`config.mk`:
```
export PLATFORM = sky130hd
export DESIGN_NAME = output_port_arbiter_flat
export DESIGN_NICKNAME = d
export VERILOG_FILES = /design/src/rtl/output_port_arbiter_if.sv /design/src/rtl/output_port_arbiter.sv /design/src/flat_wrapper.sv
export SDC_FILE = /design/constraint.sdc
export NUM_CORES = 1
export LEC_CHECK = 0
export ABC_AREA = 1
export CAP_MARGIN = 20
export CELL_PAD_IN_SITES_DETAIL_PLACEMENT = 1
export CELL_PAD_IN_SITES_GLOBAL_PLACEMENT = 1
export CORE_MARGIN = 2
export CORE_UTILIZATION = 39
export DETAILED_ROUTE_END_ITERATION = 7
export PLACE_DENSITY_LB_ADDON = 0.1
export SLEW_MARGIN = 25
export SYNTH_ARGS = -nofsm -noshare
export SYNTH_HDL_FRONTEND = slang
export SYNTH_SLANG_ARGS = --single-unit
```
`constraint.sdc`:
```
create_clock -name clk -period 10.35 [get_ports clk]
set_input_delay 2.5875 -clock clk [delete_from_list [all_inputs] [get_ports clk]]
set_output_delay 2.5875 -clock clk [all_outputs]
set_load 0.005 [all_outputs]
```
`src/rtl/output_port_arbiter_if.sv`:
```
// Handshake bundle between one output-port arbiter and the five input ports it serves.
// master = input-port / downstream side, slave = arbiter.
`ifndef HEADER
`define HEADER  3'b001
`endif
`ifndef PAYLOAD
`define PAYLOAD 3'b010
`endif
`ifndef TAIL
`define TAIL    3'b100
`endif

interface output_port_arbiter_if #(
    parameter int N_IN    = 5,
    parameter int CREDITS = 4
);
    localparam int CW = $clog2(CREDITS + 1);

    logic [N_IN-1:0]   req;
    logic [N_IN-1:0]   valid_in;
    logic [3*N_IN-1:0] flit_id_in;
    logic              credit_in;
    logic [N_IN-1:0]   grant;
    logic [2:0]        xbar_sel;
    logic [N_IN-1:0]   rd_en;
    logic              flit_go;
    logic [CW-1:0]     credit_cnt;
    logic              credit_err;

    modport master (
        output req, valid_in, flit_id_in, credit_in,
        input  grant, xbar_sel, rd_en, flit_go, credit_cnt, credit_err
    );

    modport slave (
        input  req, valid_in, flit_id_in, credit_in,
        output grant, xbar_sel, rd_en, flit_go, credit_cnt, credit_err
    );
endinterface

```
`src/rtl/output_port_arbiter.sv`:
```
// Round-robin wormhole arbiter for one router output port: locks the output to an input
// from HEADER to TAIL and gates every flit on the downstream credit count.
`ifndef HEADER
`define HEADER  3'b001
`endif
`ifndef TAIL
`define TAIL    3'b100
`endif

module output_port_arbiter #(
    parameter int N_IN    = 5,
    parameter int CREDITS = 4
) (
    input logic                   clk,
    input logic                   rst,
    output_port_arbiter_if.slave  arb
);
    localparam int CW = $clog2(CREDITS + 1);

    typedef enum logic {IDLE, LOCKED} state_t;

    state_t          state, state_nxt;
    logic [N_IN-1:0] grant_q, grant_nxt;
    logic [2:0]      sel_q, sel_nxt;
    logic [2:0]      ptr_q, ptr_nxt;
    logic [CW-1:0]   cnt_q, cnt_nxt;
    logic            err_q, err_nxt;

    logic [N_IN-1:0] eligible;
    logic            found;
    logic [2:0]      winner;
    logic            xfer;
    logic            owner_tail;

    always_ff @(posedge clk or negedge rst) begin
        if (!rst) begin
            state   <= IDLE;
            grant_q <= '0;
            sel_q   <= '0;
            ptr_q   <= '0;
            cnt_q   <= CW'(CREDITS);
            err_q   <= 1'b0;
        end else begin
            state   <= state_nxt;
            grant_q <= grant_nxt;
            sel_q   <= sel_nxt;
            ptr_q   <= ptr_nxt;
            cnt_q   <= cnt_nxt;
            err_q   <= err_nxt;
        end
    end

    // Search starts at the pointer, so the input that released last ranks lowest.
    always_comb begin : rr_search
        int unsigned idx;
        eligible = '0;
        found    = 1'b0;
        winner   = '0;
        idx      = 0;
        for (int unsigned i = 0; i < N_IN; i++) begin
            eligible[i] = arb.req[i] & arb.valid_in[i]
                        & (arb.flit_id_in[3*i +: 3] == `HEADER);
        end
        for (int unsigned k = 0; k < N_IN; k++) begin
            idx = (int'(ptr_q) + k) % N_IN;
            if (!found && eligible[idx]) begin
                found  = 1'b1;
                winner = 3'(idx);
            end
        end
    end

    always_comb begin
        xfer       = (state == LOCKED) & arb.valid_in[sel_q] & (cnt_q != '0);
        owner_tail = (arb.flit_id_in[3*int'(sel_q) +: 3] == `TAIL);
    end

    always_comb begin : next_state
        state_nxt = state;
        grant_nxt = grant_q;
        sel_nxt   = sel_q;
        ptr_nxt   = ptr_q;
        case (state)
            IDLE: begin
                if (found) begin
                    state_nxt = LOCKED;
                    grant_nxt = N_IN'(1) << winner;
                    sel_nxt   = winner;
                end
            end
            LOCKED: begin
                if (xfer && owner_tail) begin
                    state_nxt = IDLE;
                    grant_nxt = '0;
                    sel_nxt   = '0;
                    ptr_nxt   = (sel_q == 3'(N_IN - 1)) ? 3'd0 : sel_q + 3'd1;
                end
            end
            default: state_nxt = IDLE;
        endcase
    end

    // Simultaneous pop and returned credit cancel out; overflow only flags, never wraps.
    always_comb begin : credit_next
        cnt_nxt = cnt_q;
        err_nxt = err_q;
        if (xfer && !arb.credit_in) begin
            cnt_nxt = cnt_q - CW'(1);
        end else if (!xfer && arb.credit_in) begin
            if (cnt_q == CW'(CREDITS)) err_nxt = 1'b1;
            else                       cnt_nxt = cnt_q + CW'(1);
        end
    end

    always_comb begin : outputs
        arb.rd_en = '0;
        if (xfer) arb.rd_en[sel_q] = 1'b1;
        arb.flit_go    = xfer;
        arb.grant      = grant_q;
        arb.xbar_sel   = sel_q;
        arb.credit_cnt = cnt_q;
        arb.credit_err = err_q;
    end
endmodule
```
`src/flat_wrapper.sv`:
```
// flat-port wrapper written by rule: the top's interface ports become plain ports
module output_port_arbiter_flat 
#(
    parameter int N_IN    = 5,
    parameter int CREDITS = 4
)
  (clk, rst, arb_req, arb_valid_in, arb_flit_id_in, arb_credit_in, arb_grant, arb_xbar_sel, arb_rd_en, arb_flit_go, arb_credit_cnt, arb_credit_err);
  output_port_arbiter_if #(.N_IN(N_IN), .CREDITS(CREDITS)) arb_i ();
  input logic clk;
  input logic rst;
  input wire logic [$bits(arb_i.req)-1:0] arb_req;
  input wire logic [$bits(arb_i.valid_in)-1:0] arb_valid_in;
  input wire logic [$bits(arb_i.flit_id_in)-1:0] arb_flit_id_in;
  input wire logic [$bits(arb_i.credit_in)-1:0] arb_credit_in;
  output wire logic [$bits(arb_i.grant)-1:0] arb_grant;
  output wire logic [$bits(arb_i.xbar_sel)-1:0] arb_xbar_sel;
  output wire logic [$bits(arb_i.rd_en)-1:0] arb_rd_en;
  output wire logic [$bits(arb_i.flit_go)-1:0] arb_flit_go;
  output wire logic [$bits(arb_i.credit_cnt)-1:0] arb_credit_cnt;
  output wire logic [$bits(arb_i.credit_err)-1:0] arb_credit_err;
  assign arb_i.req = arb_req;
  assign arb_i.valid_in = arb_valid_in;
  assign arb_i.flit_id_in = arb_flit_id_in;
  assign arb_i.credit_in = arb_credit_in;
  assign arb_grant = arb_i.grant;
  assign arb_xbar_sel = arb_i.xbar_sel;
  assign arb_rd_en = arb_i.rd_en;
  assign arb_flit_go = arb_i.flit_go;
  assign arb_credit_cnt = arb_i.credit_cnt;
  assign arb_credit_err = arb_i.credit_err;
  output_port_arbiter #(.N_IN(N_IN), .CREDITS(CREDITS)) u_core (.clk(clk), .rst(rst), .arb(arb_i));
endmodule
```
==> After elaboration in Yosys (flattened, before gate mapping) <==
Cells that the tools add are included.
{ "op_classes": {"add_sub_neg": 7, "multipliers": 1, "div_mod_pow": 5, "n_lt_le_gt_ge": 7, "n_eq_ne": 11, "shift": 2, "muxes": 38, "n_bitwise": 14, "reduce_logical": 20} }
{ "ops": {"columns": ["cell", "count"], "rows": [
  ["32-bit by 4-bit < comparator with 1-bit output (second input constant)", 5],
  ["32-bit by 3-bit modulo with 32-bit output (second input constant)", 4],
  ["3-bit 2-to-1 mux", 11],
  ["3-bit by 3-bit modulo with 32-bit output (second input constant)", 1],
  ["15-bit by 32-bit variable part select with 3-bit output", 1],
  ["1-bit binary-select mux with 3-bit select", 6],
  ["3-bit by 1-bit equality test with 1-bit output (second input constant)", 5],
  ["5-bit 2-to-1 mux", 3],
  ["1-bit 2-to-1 mux", 14],
  ["1-bit bitwise AND", 12],
  ["5-bit case mux with 2 select lines", 1],
  ["3-bit equality test (second input constant)", 3],
  ["3-bit by 2-bit adder with 4-bit output (second input constant)", 2],
  ["1-bit logical AND", 8],
  ["3-bit by 1-bit adder with 3-bit output (second input constant)", 2],
  ["1-bit zero test", 6],
  ["3-bit case mux with 2 select lines", 1],
  ["2-bit AND reduction", 3],
  ["2-bit by 3-bit multiplier with 5-bit output (first input constant)", 1],
  ["1-bit by 3-bit << shifter with 5-bit output (first input constant)", 1],
  ["3-bit by 1-bit adder with 4-bit output (second input constant)", 1],
  ["3-bit by 3-bit adder with 4-bit output (second input constant)", 1],
  ["3-bit by 4-bit < comparator with 1-bit output (second input constant)", 1],
  ["2-bit by 1-bit != test with 1-bit output (second input constant)", 2],
  ["9 further kinds", 10]
]} }
{ "word_totals": {"regBits": 16, "inputBits": 28, "elab_cells": 111} }

==> Depth between registers and ports, before layout <==
{ "logic_depth": {"depth_word": 20, "ltp_mapped": 28} }

==> Least setup slack after synthesis <==
No wires, ideal clock.
{ "synth_timing": {"path_type": "input -> output", "startpoint": "input port arb_valid_in[4]", "endpoint": "output port arb_rd_en[0]", "arrival_time_ps": 3319, "required_time_ps": 7763, "setup_slack_ps": 4443, "cell_stages": 6, "path_buffers": 0, "path_cell_list": "nand3_1 nand4_1 a31oi_1 nor2_1 inv_1 nor4_1"} }
{ "synth_between": {"elab_chain_len": 5} }
{ "synth_rtl": {"columns": ["element", "line_no", "rtl"], "rows": [
  ["start, declared", "flat_wrapper.sv:12", "input wire logic [$bits(arb_i.valid_in)-1:0] arb_valid_in;"],
  ["1-bit binary-select mux with 3-bit select", "output_port_arbiter.sv:74", "xfer = (state == LOCKED) & arb.valid_in[sel_q] & (cnt_q != '0);"],
  ["1-bit 2-to-1 mux (not written as such)", "output_port_arbiter.sv:74", null],
  ["1-bit bitwise AND (2 in series)", "output_port_arbiter.sv:74", null],
  ["via arb_flit_go", "flat_wrapper.sv:18", "output wire logic [$bits(arb_i.flit_go)-1:0] arb_flit_go;"],
  ["5-bit 2-to-1 mux", "output_port_arbiter.sv:117", "if (xfer) arb.rd_en[sel_q] = 1'b1;"],
  ["end, declared", "flat_wrapper.sv:17", "output wire logic [$bits(arb_i.rd_en)-1:0] arb_rd_en;"]
]} }
The timed path passes the listed nets, and every way through them passes these cells. The select of a mux whose other input is x is not followed.

==> Worst setup path in the final report <==
{ "layout_timing": {"startpoint": "input port arb_valid_in[4]", "endpoint": "output port arb_rd_en[4]"} }
{ "layout_between": {"elab_chain_len": 5} }
{ "layout_rtl": {"columns": ["element", "line_no"], "rows": [
  ["1-bit binary-select mux with 3-bit select", "output_port_arbiter.sv:74"],
  ["1-bit 2-to-1 mux (not written as such)", "output_port_arbiter.sv:74"],
  ["1-bit bitwise AND (2 in series)", "output_port_arbiter.sv:74"],
  ["5-bit 2-to-1 mux", "output_port_arbiter.sv:117"]
]} }
No other way between the ends. The select of a mux whose other input is x is not followed.

==> Flow_metrics.wiki <==
{| class="wikitable"
! Metric !! Value
|-
| WL final || between 6000 and 7000 microns
|-
| Number of antenna cells inserted || 0
|-
| Worst min-delay path category || reg -> reg
|-
| Die boundary height || 80.10 microns
|-
| Clock tree root buffer cell || clkbuf_8
|-
| Required time of the critical path || 7760 ps
|-
| Post-Route Setup TNS || 0 ps
|-
| Placement Rows || 27
|-
| Register-to-register setup slack || between 5000 and 6000 ps
|-
| Clock net sink count || 16
|-
| Gpl congestion || 0.8653
|-
| Fraction of layout instances using a drive strength above 1 || 6.601%
|-
| Post-placement cell area || 2790 sq um
|-
| Gate power share || 31.0%
|-
| Largest delay share family, worst path || buffers and inverters
|-
| Post-CTS Setup Repair Bufs || 0
|-
| Switching power share of the total || 29.59%
|-
| Syn Nets || 417
|-
| Most frequent CP cell || clkdlybuf4s50_1
|-
| Die outline width || 80.10 microns
|-
| Core Footprint || 5540 sq um
|-
| Synth-to-layout area growth || 25.54%
|-
| Power per cell area || 66.17 nW/um^2
|-
| Final design utilization || about half
|-
| Largest vdd supply drop || 0.00006118 V
|-
| Clock slew at the register clock pins of the worst setup and hold paths || 60 ps
|-
| DRC violations left || 0
|-
| Number of I/O port buffers || 45
|-
| Syn Inst Count || 363
|-
| Total internal power || 132.1 uW
|-
| Run status || complete, no violations
|-
| Setup-failing EPs final || 0
|-
| Worst slack, placed || 3286 ps
|-
| RSZ-0062 raised after global routing || false
|-
| Minimum clock period after layout || roughly 7000 ps
|-
| Total global routing overflow || 0
|-
| Max-cap violations || 0
|-
| Switching pwr || ~56 uW
|-
| Worst slew margin relative to its limit || between 50 and 60%
|-
| Number of nets in the final layout || 464
|-
| Worst-path fanout max || 7
|-
| Clock insertion delay at the later pin of the skew report || 250 ps
|-
| Number of distinct library cell variants in the gate-level netlist after synthesis || 38
|-
| Number of gates resized after CTS || 0
|-
| Category of the worst setup path capture point || primary output
|-
| Power share of the sequential group || approximately 43%
|-
| Die footprint || 6415 sq um
|-
| Setup skew after layout || 8.219 ps
|-
| Sequence of cells on the critical path || clkdlybuf4s50_1, nand3_1, nand4_1, a31oi_1, nor2_1, inv_1, nor4_1, clkdlybuf4s50_1
|-
| Crit path largest cell delay || roughly 570 ps
|-
| Clock power frac || 26.3%
|-
| First-pass DRT Iterations || 4
|-
| Mean routed wirelength per cell || 14.54 microns
|-
| Worst setup margin || about 3300 ps
|-
| Critical path data arrival time || 4470 ps
|-
| TritonCTS clock tree || built
|-
| Warnings from Yosys || 0
|-
| Slowest cell on crit path || clkdlybuf4s50_1
|-
| Startpoint kind of the worst setup timing path || input port
|-
| Overall routing resource usage || 23.45%
|-
| Leakage power || 0.001502 uW
|-
| Critical path class || in -> out
|-
| #FFs+latches synth || 16
|-
| I/O pin total || between 40 and 50
|-
| Num CTS Buffers || 3
|-
| Final hold viol count || 0
|-
| Number of antenna violations at the first check in global routing || 0
|-
| Transition time at the pin with the least slew margin || ~730 ps
|-
| Final standard cell area without fillers || 2835 sq um
|-
| Post-DP HPWL || 5801 microns
|-
| Highest clock rate || between 0.1 and 0.15 GHz
|-
| Slew Viols, Final || 0
|-
| Total buffers and inverters traversed by the critical path || 3
|-
| Global-route wire length before repair || 12100 microns
|-
| Vias in the first global route || roughly 2600
|-
| Period utilization || 68.18%
|-
| Number of DRC markers in iteration 0 || 91
|-
| Average vias per placed instance || 5.345
|-
| Max H-tree Level || 1
|-
| Vias post-DR || 2571
|-
| Largest net degree at the start of global routing || 17
|-
| Sequential fraction of the synthesis area || 17.78%
|-
| Avg Synthesized Cell Area || 6.222 sq um
|-
| CTS Hold Bufs || 0
|-
| Synthesized area || between 2000 and 2500 sq um
|-
| Initial Util || around 41%
|-
| Maximum buffer depth of the clock tree || 2
|-
| Final ANT Viol Nets || 0
|}
cell usage after synthesis:
master	number	share of area [%]
nand2_1	105	17
inv_1	50	8.3
nand3_1	49	11
ha_1	24	13
nor2_1	23	3.8
o21ai_0	19	4.2
dfrtp_1	15	17
nand4_1	10	2.8
a21oi_1	9	2.0
xor2_1	8	3.1
nand2_2	7	1.9
inv_2	6	1.0
clkbuf_1	3	0.50
nor4_1	3	0.83
o21ai_1	3	0.66
a31oi_1	2	0.55
fa_1	2	1.8
nand3b_1	2	0.66
nor3b_1	2	0.66
o211ai_1	2	0.66
or2_2	2	0.55
a221oi_1	1	0.39
a22oi_1	1	0.33
a41o_1	1	0.44
and2_1	1	0.28
and2_4	1	0.39
buf_2	1	0.22
dfstp_2	1	1.2
nand3_2	1	0.44
nand4_2	1	0.55
nor2_4	1	0.50
nor3_1	1	0.22
o21ai_2	1	0.39
o21ai_4	1	0.72
o311ai_0	1	0.39
o31ai_1	1	0.33
or2_1	1	0.28
xor2_2	1	0.72
power by group through the flow:
stage | Combinational [uW] | Sequential [uW] | Clock, uW
5_1_grt | 65.9 | 81.0 | 53.2
4_1_cts | 59.1 | 79.7 | 50.7
2_1_floorplan | 23.9 | 80.0 | 0
3_3_place_gp | 56.5 | 80.5 | 0
3_5_place_dp | 58.6 | 80.7 | 0
6_report | 58.2 | 80.1 | 49.4
cell usage in the layout (no fill, tap or decap), drive strengths merged, types with 3 or more instances in the layout:
cell           instances
or2                    3
nor4                   3
o21ai                 24
a21oi                  9
nand4                 11
dfrtp                 15
nand3                 50
nand2                112
clkbuf                 4
inv                   56
ha                    24
nor2                  24
xor2                   9
clkdlybuf4s50         45
final cells by class:
| class | count | area [sq um] |
|---|---|---|
| Fill cell | 774 | 2705 |
| Multi-Input combinational cell | 287 | 1630 |
| Timing Repair Buffer | 46 | 457.9 |
| Sequential cell | 16 | 401.6 |
| Inverter | 56 | 210.2 |
| Tap cell | 72 | 90.09 |
| Clock buffer | 4 | 45.04 |
metrics by stage:
| stage | std cells | total power, uW | hold slack, ps |
|---|---|---|---|
| 6_report | 481 | 187.6 | 476.2 |
| 5_1_grt | 481 | 200.2 | 520.2 |
| 4_1_cts | 481 | 189.5 | 480.4 |
| 3_5_place_dp | 477 | 139.3 | 466.3 |
| 3_3_place_gp | 477 | 137.0 | 461.1 |
| 2_1_floorplan | 363 | 103.9 | 460.2 |
worst reg2reg max path, stage by stage, from the launching register on:
cell	delay, ps
dfrtp_1	740
inv_1	260
ha_1	430
inv_1	150
ha_1	240
nor2_1	110
nand2_2	80
nand2_1	110
xor2_1	300
ha_1	230
inv_1	50
or2_2	280
nand3_2	90
nand2_2	80
nand2_1	70
nand2_1	40
o21ai_0	140
inv_1	130
nand4_1	120
nand2_2	110
nor2_4	150
nand2_2	90
inv_2	80
nand2_2	60
and2_4	160
nand3_1	70
nand2_1	60
registers in the layout, indices dropped and copies added (netlist names):
register / flops
u_core.ptr_q: 3
u_core.state: 1
u_core.arb.xbar_sel: 3
u_core.arb.credit_err: 1
u_core.arb.credit_cnt: 3
u_core.arb.grant: 5
cells by family (layout without fill, tap and decap cells):
family / after synthesis / after routing / share of synthesized area [%]
AOI/OAI and AO/OA: 42 / 42 / 11.08
xor gates and xnor gates: 9 / 9 / 3.823
adders and majority gates: 26 / 26 / 15.07
buffers and inverters: 60 / 106 / 10.03
DFF: 16 / 16 / 17.78
and+or+nand+nor: 210 / 210 / 42.22
worst paths after layout:
path                                              startpoint                              endpoint  cells after the start
max                                          arb_valid_in[4]                          arb_rd_en[4]                      8
min                        u_core.arb.credit_err$_DFFE_PN0P_     u_core.arb.credit_err$_DFFE_PN0P_                      1
max reg2reg                      u_core.ptr_q[0]$_DFFE_PN0P_       u_core.arb.grant[2]$_DFFE_PN0P_                     26
min reg2reg                u_core.arb.credit_err$_DFFE_PN0P_     u_core.arb.credit_err$_DFFE_PN0P_                      1
max in group asynchronous                                rst           u_core.ptr_q[2]$_DFFE_PN0P_                      1
min in group asynchronous                                rst  u_core.arb.credit_cnt[1]$_DFFE_PN0P_                      1
per-layer routing:
metal	track usage [%]	part of all wire [%]	vias up
met2	38.75	46	41
met1	33.86	51	1251
met4	2.712	0.36	0
li1	-	-	1275
met5	0	0	-
met3	2.472	3.1	4
Note: power is estimated with default switching activity, not from simulation.
==> RTL change: new RTL, same settings <==
`CREDITS` is set to 4 in 3 places; all go to 8.
--- a/src/rtl/output_port_arbiter_if.sv
+++ b/src/rtl/output_port_arbiter_if.sv
@@ -14,3 +14,3 @@
     parameter int N_IN    = 5,
-    parameter int CREDITS = 4
+    parameter int CREDITS = 8
 );
--- a/src/rtl/output_port_arbiter.sv
+++ b/src/rtl/output_port_arbiter.sv
@@ -11,3 +11,3 @@
     parameter int N_IN    = 5,
-    parameter int CREDITS = 4
+    parameter int CREDITS = 8
 ) (
--- a/src/flat_wrapper.sv
+++ b/src/flat_wrapper.sv
@@ -4,3 +4,3 @@
     parameter int N_IN    = 5,
-    parameter int CREDITS = 4
+    parameter int CREDITS = 8
 )
Interface: changed (resized arb_credit_cnt); port bits go from 46 to 47. The function was not compared with the original's and may differ.
==> RTL change against the original RTL <==
  * Count of clock-buffer cells in the layout shrank 1
  * Final area grew 5.3%
  * Clock skew shrank 0.0051 ns
  * Worst setup slack lost 0.25 ns
  * Routed wire length grew 9.5%
  * Synthesized area grew 7.0%
  * Sequential share of layout area grew 0.12 points
  * Sequential cell count grew 1
  * Critical path type unchanged
  * Critical endpoint is now arb_rd_en[2]
  * Highest routed layer unchanged
Power is not compared: it rests on default switching activity, and its combinational part moved more than twofold at a synthesized area within 25%.
==> RTL change: results (changes against the original RTL) <==
fraction of layout cells with a size suffix above 1=7.44% (was 6.60%); vias in the first global route=2,598 (was 2,578); first-pass GRT wire length=12.4 mm (was 12.1 mm); share of synthesized flip-flops with an asynchronous set or reset=100% (unchanged); Clock transition at path regs=0.07 ns; H-tree Lvls=1 (unchanged); Placement Cell Area=2940 µm² (was 2790 µm²); initial DRC count=114 (was 91); GP Congestion=0.841 (was 0.865); CP Max Fanout=6 (was 7); fin nets=484 (was 464); initial antenna violation count=0 (unchanged); wire length per cell=15.2 µm (was 14.5 µm); total track usage=23.3% (was 23.5%); DR vias/cell=5.23 (was 5.35); CTS resizes=0 (unchanged); max reg flops=5 (unchanged); CTS max path bufs=2 (unchanged); worst skew pair latency=0.25 ns (about the same); sw frac=23.6%; Cell variety after synth=42 (was 38); largest net degree at the start of global routing=18 (was 17); cells taking the most area after synthesis=nand2_1, dfrtp_1, ha_1, nand3_1, inv_1 (unchanged); first drt pass iteration count=4 (unchanged); Post-CTS Setup Inserts=0 (unchanged); CTS Buf Count=3 (unchanged); Top FF cell, synth=dfrtp_1 (unchanged); Slew headroom=45.9% (was 51.3%); leakage power figure=1.53 nW; Max VDD drop=45.5 µV; dpl hpwl=6.51 mm (was 5.80 mm); crit path DAT=4.72 ns (was 4.47 ns); Ant. Diodes=0 (unchanged); Synth Warn #=0 (unchanged); PortBufs=46 (was 45); most frequent cell after synthesis=nand2_1 (unchanged); clock skew=0.00315 ns (was 0.00822 ns); Placement Setup Slack=3.04 ns (was 3.29 ns); hold crit path type=flip-flop to flip-flop (unchanged); sequential-to-total area share from yosys stat=17.7% (was 17.8%); syn_nets=437 (was 417); Commonest cells post-synth=nand2_1, inv_1, nand3_1, ha_1, nor2_1 (unchanged); Hold Buf Count CTS=0 (unchanged); status=completed (unchanged); CTS root buffer=clkbuf_8 (unchanged)
RTL change: logic make-up after synthesis:
group           Yosys count  synth area share, %
simple gates            223                 43.1
flops                    17                 17.7
fa+ha+maj                25                 13.3
compound gates           44                 11.3
buf+inv                  65                 10.7
xor+xnor                 10                 3.94
RTL change: area by class of cell:
type,count,area [µm²]
fillers,851,2970
multi-input cells,302,1730
repair buffers,46,460
flip-flops and latches,17,427
inverters,61,229
well taps,75,93.8
clock buffers,3,41.3
clock inverters,1,5.00
RTL change: through the flow:
| step | instances | utilization (%) | hold WS (ns) | total power, W |
|---|---|---|---|---|
| after floorplan | 384 | - | 0.451 | 0.0000741 |
| after global placement | 501 | 49.4 | 0.442 | 0.0000878 |
| after detailed placement | 501 | 49.4 | 0.478 | 0.0000884 |
| after CTS | 505 | 50.1 | 0.497 | 0.000139 |
| after global routing | 505 | 50.1 | 0.517 | 0.000144 |
| final | 505 | 50.1 | 0.488 | 0.000138 |
RTL change: path summary, 6_finish.rpt:
kind,slack [ns],end,cells after the start,startpoint
setup reg to reg,6.02,u_core.arb.grant[2]$_DFFE_PN0P_,25,u_core.ptr_q[0]$_DFFE_PN0P_
min in group asynchronous,2.80,u_core.arb.grant[2]$_DFFE_PN0P_,1,rst
max in group asynchronous,7.05,u_core.arb.credit_cnt[2]$_DFFE_PN0P_,1,rst
hold reg to reg,0.49,u_core.arb.grant[0]$_DFFE_PN0P_,2,u_core.arb.grant[0]$_DFFE_PN0P_
hold / removal,0.49,u_core.arb.grant[0]$_DFFE_PN0P_,2,u_core.arb.grant[0]$_DFFE_PN0P_
setup / recovery,3.05,arb_rd_en[2],8,arb_valid_in[3]
RTL change: power groups by stage:
stage	registers (W)	clock network [W]	logic [W]
after floorplan	0.0000677	0	0.00000640
after global placement	0.0000677	0	0.0000201
after detailed placement	0.0000677	0	0.0000207
after CTS	0.0000664	0.0000522	0.0000208
after global routing	0.0000664	0.0000551	0.0000228
final	0.0000664	0.0000503	0.0000207
RTL change: metal layers:
layer / part of all wire (%) / global-route usage, % / up-vias
met4: 0.46 / 2.79 / 0
met2: 50 / 40.8 / 31
met5: 0 / 0 / -
li1: - / - / 1355
met1: 47 / 31.3 / 1252
met3: 2.2 / 2.93 / 4
RTL change: worst max-delay path: stages:
cell and delay [ns]:
clkdlybuf4s50_1 0.48, nand4_1 0.10, nand3_1 0.12, a221oi_1 0.05, nor3_1 0.36, inv_1 0.21, nor3_1 0.25, clkdlybuf4s50_1 0.55
